$ cat src/rtl/fetch_queue_if.sv
// Bus types and the icache/dispatch-facing interface of fetch_queue.
// master: fetch_queue side; slave: icache/dispatch/branch-unit side.
package fetch_queue_pkg;

  typedef enum logic [1:0] {
    BUS_NONE  = 2'h0,
    BUS_LOAD  = 2'h1,
    BUS_STORE = 2'h2
  } BUS_COMMAND;

endpackage

interface fetch_queue_if;
  import fetch_queue_pkg::*;

  logic        branch_mispredict;
  logic [63:0] pc_target;
  logic [63:0] Icache2proc_data;
  logic        Icache2proc_valid;
  logic [63:0] proc2Icache_addr;
  BUS_COMMAND  proc2Icache_command;
  logic [1:0]  dispatch_take;
  logic [31:0] inst0;
  logic [31:0] inst1;
  logic [63:0] pc0;
  logic [63:0] pc1;
  logic [1:0]  inst_valid;

  modport master (
    input  branch_mispredict,
    input  pc_target,
    input  Icache2proc_data,
    input  Icache2proc_valid,
    input  dispatch_take,
    output proc2Icache_addr,
    output proc2Icache_command,
    output inst0,
    output inst1,
    output pc0,
    output pc1,
    output inst_valid
  );

  modport slave (
    output branch_mispredict,
    output pc_target,
    output Icache2proc_data,
    output Icache2proc_valid,
    output dispatch_take,
    input  proc2Icache_addr,
    input  proc2Icache_command,
    input  inst0,
    input  inst1,
    input  pc0,
    input  pc1,
    input  inst_valid
  );

endinterface

$ cat src/rtl/fetch_queue.sv
// Fetch stage: sequential PC generation, icache line split, circular
// instruction queue feeding 2-wide dispatch, flush on mispredict.
// Ports: clock, reset (sync, active-high), bus (fetch_queue_if.master).
// FETCH_QUEUE_PERF_EN adds perf_full_stall / perf_miss_stall counters.
module fetch_queue
  import fetch_queue_pkg::*;
#(
  parameter int          DEPTH    = 8,
  parameter logic [63:0] RESET_PC = 64'h0
) (
  input  logic        clock,
  input  logic        reset,
`ifdef FETCH_QUEUE_PERF_EN
  output logic [31:0] perf_full_stall,
  output logic [31:0] perf_miss_stall,
`endif
  fetch_queue_if.master bus
);

  localparam int AW = $clog2(DEPTH);
  localparam int CW = AW + 1;

  typedef enum logic {
    REDIRECT = 1'b0,
    RUN      = 1'b1
  } state_t;

  state_t          state_q, state_d;
  logic [63:0]     fetch_pc_q, fetch_pc_d;
  logic [AW-1:0]   head_q, head_d;
  logic [AW-1:0]   tail_q, tail_d;
  logic [CW-1:0]   count_q, count_d;

  logic [63:0]     ent_pc_q   [DEPTH];
  logic [31:0]     ent_inst_q [DEPTH];

  logic [CW-1:0]   free;
  logic            load;
  logic            hit;
  logic            odd;
  logic [1:0]      req;
  logic [1:0]      take;
  logic [1:0]      n_push;
  logic            we0;
  logic            we1;
  logic [AW-1:0]   tail1;
  logic [AW-1:0]   head1;
  logic [31:0]     wdata0;
  logic [63:0]     wpc0;
  logic [63:0]     wpc1;
  logic            unused_bits;

  assign free = CW'(DEPTH) - count_q;
  assign load = (state_q == RUN) && (free >= CW'(2));
  assign odd  = fetch_pc_q[2];
  assign hit  = load && bus.Icache2proc_valid
             && !bus.branch_mispredict;

  // 2'b11 is a 2-wide take; never pop more than is held.
  assign req  = (bus.dispatch_take == 2'b11)
              ? 2'd2 : bus.dispatch_take;
  assign take = (CW'(req) > count_q)
              ? count_q[1:0] : req;

  assign n_push = hit ? (odd ? 2'd1 : 2'd2) : 2'd0;

  // An odd-slot redirect only keeps the upper half of the line.
  assign we0    = hit;
  assign we1    = hit && !odd;
  assign tail1  = tail_q + AW'(1);
  assign wdata0 = odd ? bus.Icache2proc_data[63:32]
                      : bus.Icache2proc_data[31:0];
  assign wpc0   = {fetch_pc_q[63:2], 2'b00};
  assign wpc1   = {fetch_pc_q[63:3], 3'b100};

  always_comb begin
    state_d    = state_q;
    fetch_pc_d = fetch_pc_q;
    head_d     = head_q;
    tail_d     = tail_q;
    count_d    = count_q;
    if (bus.branch_mispredict) begin
      state_d    = REDIRECT;
      fetch_pc_d = {bus.pc_target[63:2], 2'b00};
      head_d     = '0;
      tail_d     = '0;
      count_d    = '0;
    end else begin
      state_d = RUN;
      head_d  = head_q + AW'(take);
      tail_d  = tail_q + AW'(n_push);
      count_d = count_q + CW'(n_push) - CW'(take);
      if (hit) begin
        fetch_pc_d = {fetch_pc_q[63:3] + 61'd1, 3'b000};
      end
    end
  end

  always_ff @(posedge clock) begin
    if (reset) begin
      state_q    <= REDIRECT;
      fetch_pc_q <= RESET_PC;
      head_q     <= '0;
      tail_q     <= '0;
      count_q    <= '0;
    end else begin
      state_q    <= state_d;
      fetch_pc_q <= fetch_pc_d;
      head_q     <= head_d;
      tail_q     <= tail_d;
      count_q    <= count_d;
    end
  end

  always_ff @(posedge clock) begin
    if (we0) begin
      ent_pc_q[tail_q]   <= wpc0;
      ent_inst_q[tail_q] <= wdata0;
    end
    if (we1) begin
      ent_pc_q[tail1]   <= wpc1;
      ent_inst_q[tail1] <= bus.Icache2proc_data[63:32];
    end
  end

  assign head1 = head_q + AW'(1);

  assign bus.proc2Icache_addr    = {fetch_pc_q[63:3], 3'b000};
  assign bus.proc2Icache_command = load ? BUS_LOAD : BUS_NONE;
  assign bus.inst0      = ent_inst_q[head_q];
  assign bus.pc0        = ent_pc_q[head_q];
  assign bus.inst1      = ent_inst_q[head1];
  assign bus.pc1        = ent_pc_q[head1];
  assign bus.inst_valid = {count_q >= CW'(2),
                           count_q != '0};

  assign unused_bits = ^{bus.pc_target[1:0],
                         fetch_pc_q[1:0]};

`ifdef FETCH_QUEUE_PERF_EN
  logic [31:0] perf_full_q, perf_full_d;
  logic [31:0] perf_miss_q, perf_miss_d;

  always_comb begin
    perf_full_d = perf_full_q;
    perf_miss_d = perf_miss_q;
    if ((state_q == RUN) && (free < CW'(2))
        && (perf_full_q != 32'hFFFF_FFFF)) begin
      perf_full_d = perf_full_q + 32'd1;
    end
    if (load && !bus.Icache2proc_valid
        && (perf_miss_q != 32'hFFFF_FFFF)) begin
      perf_miss_d = perf_miss_q + 32'd1;
    end
  end

  always_ff @(posedge clock) begin
    if (reset) begin
      perf_full_q <= '0;
      perf_miss_q <= '0;
    end else begin
      perf_full_q <= perf_full_d;
      perf_miss_q <= perf_miss_d;
    end
  end

  assign perf_full_stall = perf_full_q;
  assign perf_miss_stall = perf_miss_q;
`endif

endmodule
$ cat src/flat_wrapper.sv
// flat-port wrapper written by rule: the top's interface ports become plain ports
module fetch_queue_flat import fetch_queue_pkg::*;
#(
  parameter int          DEPTH    = 8,
  parameter logic [63:0] RESET_PC = 64'h0
)
  (clock, reset, bus_branch_mispredict, bus_pc_target, bus_Icache2proc_data, bus_Icache2proc_valid, bus_dispatch_take, bus_proc2Icache_addr, bus_proc2Icache_command, bus_inst0, bus_inst1, bus_pc0, bus_pc1, bus_inst_valid);
  fetch_queue_if bus_i ();
  input  logic clock;
  input  logic reset;
  input wire logic [$bits(bus_i.branch_mispredict)-1:0] bus_branch_mispredict;
  input wire logic [$bits(bus_i.pc_target)-1:0] bus_pc_target;
  input wire logic [$bits(bus_i.Icache2proc_data)-1:0] bus_Icache2proc_data;
  input wire logic [$bits(bus_i.Icache2proc_valid)-1:0] bus_Icache2proc_valid;
  input wire logic [$bits(bus_i.dispatch_take)-1:0] bus_dispatch_take;
  output wire logic [$bits(bus_i.proc2Icache_addr)-1:0] bus_proc2Icache_addr;
  output wire logic [$bits(bus_i.proc2Icache_command)-1:0] bus_proc2Icache_command;
  output wire logic [$bits(bus_i.inst0)-1:0] bus_inst0;
  output wire logic [$bits(bus_i.inst1)-1:0] bus_inst1;
  output wire logic [$bits(bus_i.pc0)-1:0] bus_pc0;
  output wire logic [$bits(bus_i.pc1)-1:0] bus_pc1;
  output wire logic [$bits(bus_i.inst_valid)-1:0] bus_inst_valid;
  assign bus_i.branch_mispredict = bus_branch_mispredict;
  assign bus_i.pc_target = bus_pc_target;
  assign bus_i.Icache2proc_data = bus_Icache2proc_data;
  assign bus_i.Icache2proc_valid = bus_Icache2proc_valid;
  assign bus_i.dispatch_take = bus_dispatch_take;
  assign bus_proc2Icache_addr = bus_i.proc2Icache_addr;
  assign bus_proc2Icache_command = bus_i.proc2Icache_command;
  assign bus_inst0 = bus_i.inst0;
  assign bus_inst1 = bus_i.inst1;
  assign bus_pc0 = bus_i.pc0;
  assign bus_pc1 = bus_i.pc1;
  assign bus_inst_valid = bus_i.inst_valid;
  fetch_queue #(.DEPTH(DEPTH), .RESET_PC(RESET_PC)) u_core (.clock(clock), .reset(reset), .bus(bus_i));
endmodule
$ cat config.mk
export PLATFORM = sky130hd
export DESIGN_NAME = fetch_queue_flat
export DESIGN_NICKNAME = d
export VERILOG_FILES = /design/src/rtl/fetch_queue_if.sv /design/src/rtl/fetch_queue.sv /design/src/flat_wrapper.sv
export SDC_FILE = /design/constraint.sdc
export NUM_CORES = 2
export LEC_CHECK = 0
export CORE_MARGIN = 2
export CORE_UTILIZATION = 58
export CTS_CLUSTER_SIZE = 8
export DETAILED_ROUTE_END_ITERATION = 8
export PLACE_DENSITY = 0.85
export SLEW_MARGIN = 5
export SYNTH_ARGS = -nofsm -noshare
export SYNTH_HDL_FRONTEND = slang
export SYNTH_SLANG_ARGS = --single-unit
$ cat constraint.sdc
create_clock -name clock -period 12.65 [get_ports clock]
set_clock_uncertainty 0.2 [all_clocks]
set_input_delay 1.265 -clock clock [delete_from_list [all_inputs] [get_ports clock]]
set_output_delay 1.265 -clock clock [all_outputs]
set_load 0.05 [all_outputs]
# After elaboration in Yosys (flattened, before gate mapping)
# Memories as Yosys holds them, arrays and structs flattened. A register that Yosys moved wholly into a read port is not among the register bits.
# Cells that the tools add are included.
word_totals:
  memories: 2
  ff_bits: 73
  ram_bits: 752
  wordCells: 43
  in_bits: 134
op_classes:
  mux: 15
  eq_ne: 1
  add_sub_neg: 8
  n_lt_le_gt_ge: 3
  n_reduce_logical: 9
memory_table:
  columns: ["name", "depth", "width", "rd", "rd_clocked_by_memory_dff", "write_ports", "line_no", "rtl"]
  rows:
  - ["u_core.ent_pc_q", 8, 62, 2, 1, 2, "fetch_queue.sv:34", "logic [63:0] ent_pc_q [DEPTH];"]
  - ["u_core.ent_inst_q", 8, 32, 2, 1, 2, "fetch_queue.sv:35", "logic [31:0] ent_inst_q [DEPTH];"]
op_table:
  columns: ["op", "n"]
  rows:
  - ["two-way mux 64 bit", 2]
  - ["adder 61 x 1 -> 61 bit, second input constant", 1]
  - ["two-way mux 32 bit", 1]
  - [">= comparator 4 x 2 -> 1 bit, second input constant", 2]
  - ["two-way mux 2 bit", 4]
  - ["adder 3 x 1 -> 3 bit, second input constant", 2]
  - ["adder 3 x 2 -> 3 bit", 2]
  - ["two-way mux 1 bit", 6]
  - ["two-way mux 3 bit", 2]
  - ["adder 4 x 2 -> 4 bit", 1]
  - ["greater-than comparator 2 x 4 -> 1 bit", 1]
  - ["logical AND 1 bit", 4]
  - ["nonzero test 4 bit", 1]
  - ["subtractor 4 x 2 -> 4 bit", 1]
  - ["subtractor 4 bit, first input constant", 1]
  - ["== test 2 bit, second input constant", 1]
  - ["logical NOT 1 bit", 2]
  - ["nonzero test 2 bit", 1]
  - ["OR reduction 2 bit", 1]

# Depth between registers and ports, before layout
logic_depth:
  word_depth: 8
  depth_mapped: 14

# Worst setup path after synthesis
# Ideal clock, no wire load.
synth_path:
  path_kind: "in2reg"
  start: "in bus_Icache2proc_valid"
  end: "mem u_core.ent_inst_q[4][0], enable pin"
  arrival_ps: 4358
  cell_stages: 9
  path_slack_ps: 7645
  setup_time_ps: 447
  t_required_ps: 12003
  cell_sequence: "and2_1 > clkbuf_1 > nand2_1 > nor3_1 > nand3_1 > and2_1 > buf_2 > buf_2 > inv_1"
synth_lines:
  columns: ["item", "line_no", "rtl"]
  rows:
  - ["from (decl)", "flat_wrapper.sv:14", "input wire logic [$bits(bus_i.Icache2proc_valid)-1:0] bus_Icache2proc_valid;"]
  - ["to (decl)", "fetch_queue.sv:35", null]

# Worst setup path after layout
layout_path:
  start: "reg u_core.head_q[1]"
  end: "out bus_pc1[63]"
layout_via:
  elab_chain_cells: 2
layout_lines:
  columns: ["item", "line_no", "rtl"]
  rows:
  - ["from (decl)", "fetch_queue.sv:30", "logic [AW-1:0] head_q, head_d;"]
  - ["from (signal assigned)", "fetch_queue.sv:103", "head_q <= '0;"]
  - ["from (signal assigned)", "fetch_queue.sv:109", "head_q <= head_d;"]
  - ["adder 3 x 1 -> 3 bit", "fetch_queue.sv:126", "assign head1 = head_q + AW'(1);"]
  - ["memory read (8 x 62 bit)", null, null]
  - ["to (decl)", "flat_wrapper.sv:21", "output wire logic [$bits(bus_i.pc1)-1:0] bus_pc1;"]
# No other way between the ends.

==> results.json <==
{
  "synth_edf_count": 744,
  "grt.overflow.total": 0,
  "p_seq_share_pct": 39.0,
  "syn_avg_cell_area_um2": 13.6,
  "synth_seq_cells": 825,
  "first_iter_violations": 3649,
  "synthToLayoutAreaGrowth_pct": 15.3,
  "synth.largest_area_cell": "edfxtp_1",
  "criticalPathCategory": "flop to output port",
  "hold_buffers": 0,
  "cts.clk_slew.worst_paths_ps": 60,
  "regArea_mm2": 0.0240,
  "grt_usage_pct": 31.0,
  "cts-root-buf": "clkbuf_16",
  "drtPass1Iterations": 5,
  "cp_common_cell": "buf_4",
  "timing.critical_path.cells": "ha_4, buf_4, buf_4, mux4_2, mux2_2, clkdlybuf4s50_1",
  "coreArea_mm2": 0.0773,
  "die_h_um": 283,
  "nets": 3608,
  "r2r_cells": 9,
  "clock_path_buffers": 3,
  "tightest_slew_ps": 1180,
  "wirelength_mm": 125,
  "crit_slowest_cell": "dfxtp_4",
  "post_cts_buffers": 0,
  "synth_area_leaders": "edfxtp_1 49%, mux4_2 19%, mux2_2 4.7%",
  "clock_latency_ps": 690,
  "rsz0062_at_grt": "no",
  "clockPowerShare_pct": 35.2,
  "globalplace.congestion": 0.838,
  "synth.most_common_cell": "edfxtp_1",
  "async_flop_share_pct": 0,
  "endpoint_kind": "output port",
  "slowest_delay_ps": 1030,
  "dp_hpwl_mm": 71.6,
  "required_ps": 11180,
  "grt_pass1_wl_mm": 187,
  "drv_cap": 0,
  "grt_pass1_vias": 30400,
  "min_from": "u_core.ent_pc_q[2][0]$_SDFFE_PP1P_",
  "fin_crit_sh_pct": 54.8,
  "critPathArrivalTime_ps": 5460,
  "dp_cells": 4379,
  "power_switching_uw": 2470,
  "synth_common_cells": "744 x edfxtp_1, 376 x mux4_2, 347 x nor2_1, 286 x a21oi_1, 240 x and2_1",
  "utilization_pct": 67.4,
  "final_max_slew_viol_count": 0,
  "dieArea_mm2": 0.0802,
  "fmax_mhz": 144,
  "port_buffers": 383,
  "synth_top_area_share_pct": 49.4,
  "synth_top_flop_cell": "edfxtp_1",
  "cp_num_buf_inv": 3,
  "slew_headroom_pct": 21.1,
  "synthCells": 3315,
  "period_minus_slack_ps": 6930,
  "numCtsBuffers": 113,
  "ys_warn_count": 0,
  "cts_tree": "built",
  "hold_path_class": "flop to flop",
  "yosysSeqAreaShare_pct": 53.0,
  "power.share.combinational_pct": 25.8,
  "p_leak_uw": 0.0168,
  "antenna_found_initial": 6,
  "cp_max_fo": 63,
  "synth.distinct_cells": 66,
  "hold_viol": 0,
  "post-place-ws_ps": 6390,
  "h-tree-depth": 3,
  "rrSetupSlack_ps": 7310,
  "vias_per_cell": 6.57,
  "multiInputGateArea_mm2": 0.0193,
  "hold_end": "u_core.ent_pc_q[2][0]$_SDFFE_PP1P_",
  "wl_per_cell_um": 27.4,
  "initial_core_util_pct": 58.5,
  "antenna_left": 0,
  "holdPathStages": 2,
  "netSwitchingFraction_pct": 31.0,
  "rows": 102,
  "drcViolationCount": 0,
  "drive_gt1_share_pct": 22.2,
  "vias": 30000,
  "fillCellCount": 5176,
  "r2r-start": "u_core.count_q[1]$_SDFF_PP0_",
  "peakVddDrop_mv": 0.176,
  "worstSetupStartpointType": "flop",
  "boundaryPins": 394,
  "power.density_mw_per_mm2": 153,
  "setup_tns_ps": 0,
  "synth.cell_area_mm2": 0.0452,
  "status": "completed",
  "fin_cells": 4567,
  "timing.final.ws_setup_ps": 5720,
  "path_delay_family": "buffers and inverters",
  "clock-sinks": 825,
  "die_x_um": 283,
  "grt_max_degree": 146,
  "cts_resized": 0,
  "internal_power_uw": 5500,
  "regToRegEndpoint": "u_core.ent_pc_q[3][22]$_DFFE_PP_",
  "finalSetupViolations": 0,
  "startpoint": "u_core.head_q[1]$_SDFF_PP0_"
}
[power groups by stage]
stage                     Sequential (µW)  Combinational [µW]  Clock (µW)
after floorplan                      3090                1510           0
after global placement               3150                2020           0
after detailed placement             3160                2040           0
after CTS                            3100                2060        2820
after global routing                 3110                2140        2940
final                                3110                2060        2810
[cells by family (layout without fill, tap and decap cells)]
kind of cell	Yosys count	after routing	synth area share, %
xor+xnor	56	56	1.08
simple gates	1013	1013	11.9
mux	611	611	24.4
compound gates	357	357	4.40
buf+inv	432	632	4.55
flops	825	825	53.0
fa+ha+maj	20	20	0.620
other cells	1	13	0.00829
[per-stage QoR]
stage | total power, µW | area, µm² | hold WS (ps)
after CTS | 7980 | 52100 | 302
after detailed placement | 5200 | 48900 | 285
after global routing | 8180 | 52100 | 320
after global placement | 5170 | 48900 | 271
after floorplan | 4600 | 45200 | 250
final | 7970 | 52100 | 297
[placed cells by master (no fill, tap or decap), drive strengths merged, types with 9 or more instances in the layout]
cell	instances
edfxtp	744
clkdlybuf4s50	382
mux4	376
nor2	348
a21oi	287
and2	240
nor2b	230
mux2	188
clkbuf	175
dfxtp	81
nand2	59
mux2i	47
xnor2	41
buf	41
nand3	36
a211oi	33
nor3	24
inv	24
nand4	21
ha	16
xor2	15
o21ai	12
and3	11
or3	11
and4	10
nor4	10
clkinv	10
a311oi	9
[state kept, by name, summed over array words and instances, names as in the netlist]
name	flops
u_core.count_q	4
u_core.ent_inst_q	256
u_core.head_q	3
u_core.fetch_pc_q	62
u_core.tail_q	3
u_core.state_q	1
u_core.ent_pc_q	496
[tightest hold or removal path, stage by stage (launching register included)]
cell     delay [ps]
dfxtp_1         320
nand2_1          60
nand3_1          70
[how the worst max path moves through the flow]
stage / slack [ps] / to / cells past startpoint
global placement: 6390 / bus_pc1[63] / 6
detailed placement: 6390 / bus_pc1[63] / 6
CTS: 5660 / bus_pc1[63] / 6
finish: 5720 / bus_pc1[63] / 6
floorplan: 7640 / u_core.ent_inst_q[4][0]$_DFFE_PP_ / 9
global route: 5480 / bus_pc1[63] / 6
[layout make-up]
type	count	share of cell area, %
clock inverter	8	0.307
multi-input combinational	2065	37.1
antenna	5	0.0240
timing repair buffer	423	7.97
clock buffer	175	5.91
tap	1040	2.50
sequential	825	46.0
inverter	26	0.211
[metal layers]
layer	vias to the layer above	global-route usage [%]	wire length [µm]
li1	12700	-	-
met1	15000	39.5	44600
met2	1885	50.7	61400
met3	385	6.03	12600
met4	2	16.4	6660
met5	-	0	8
Power figures use the tool's default switching activity.
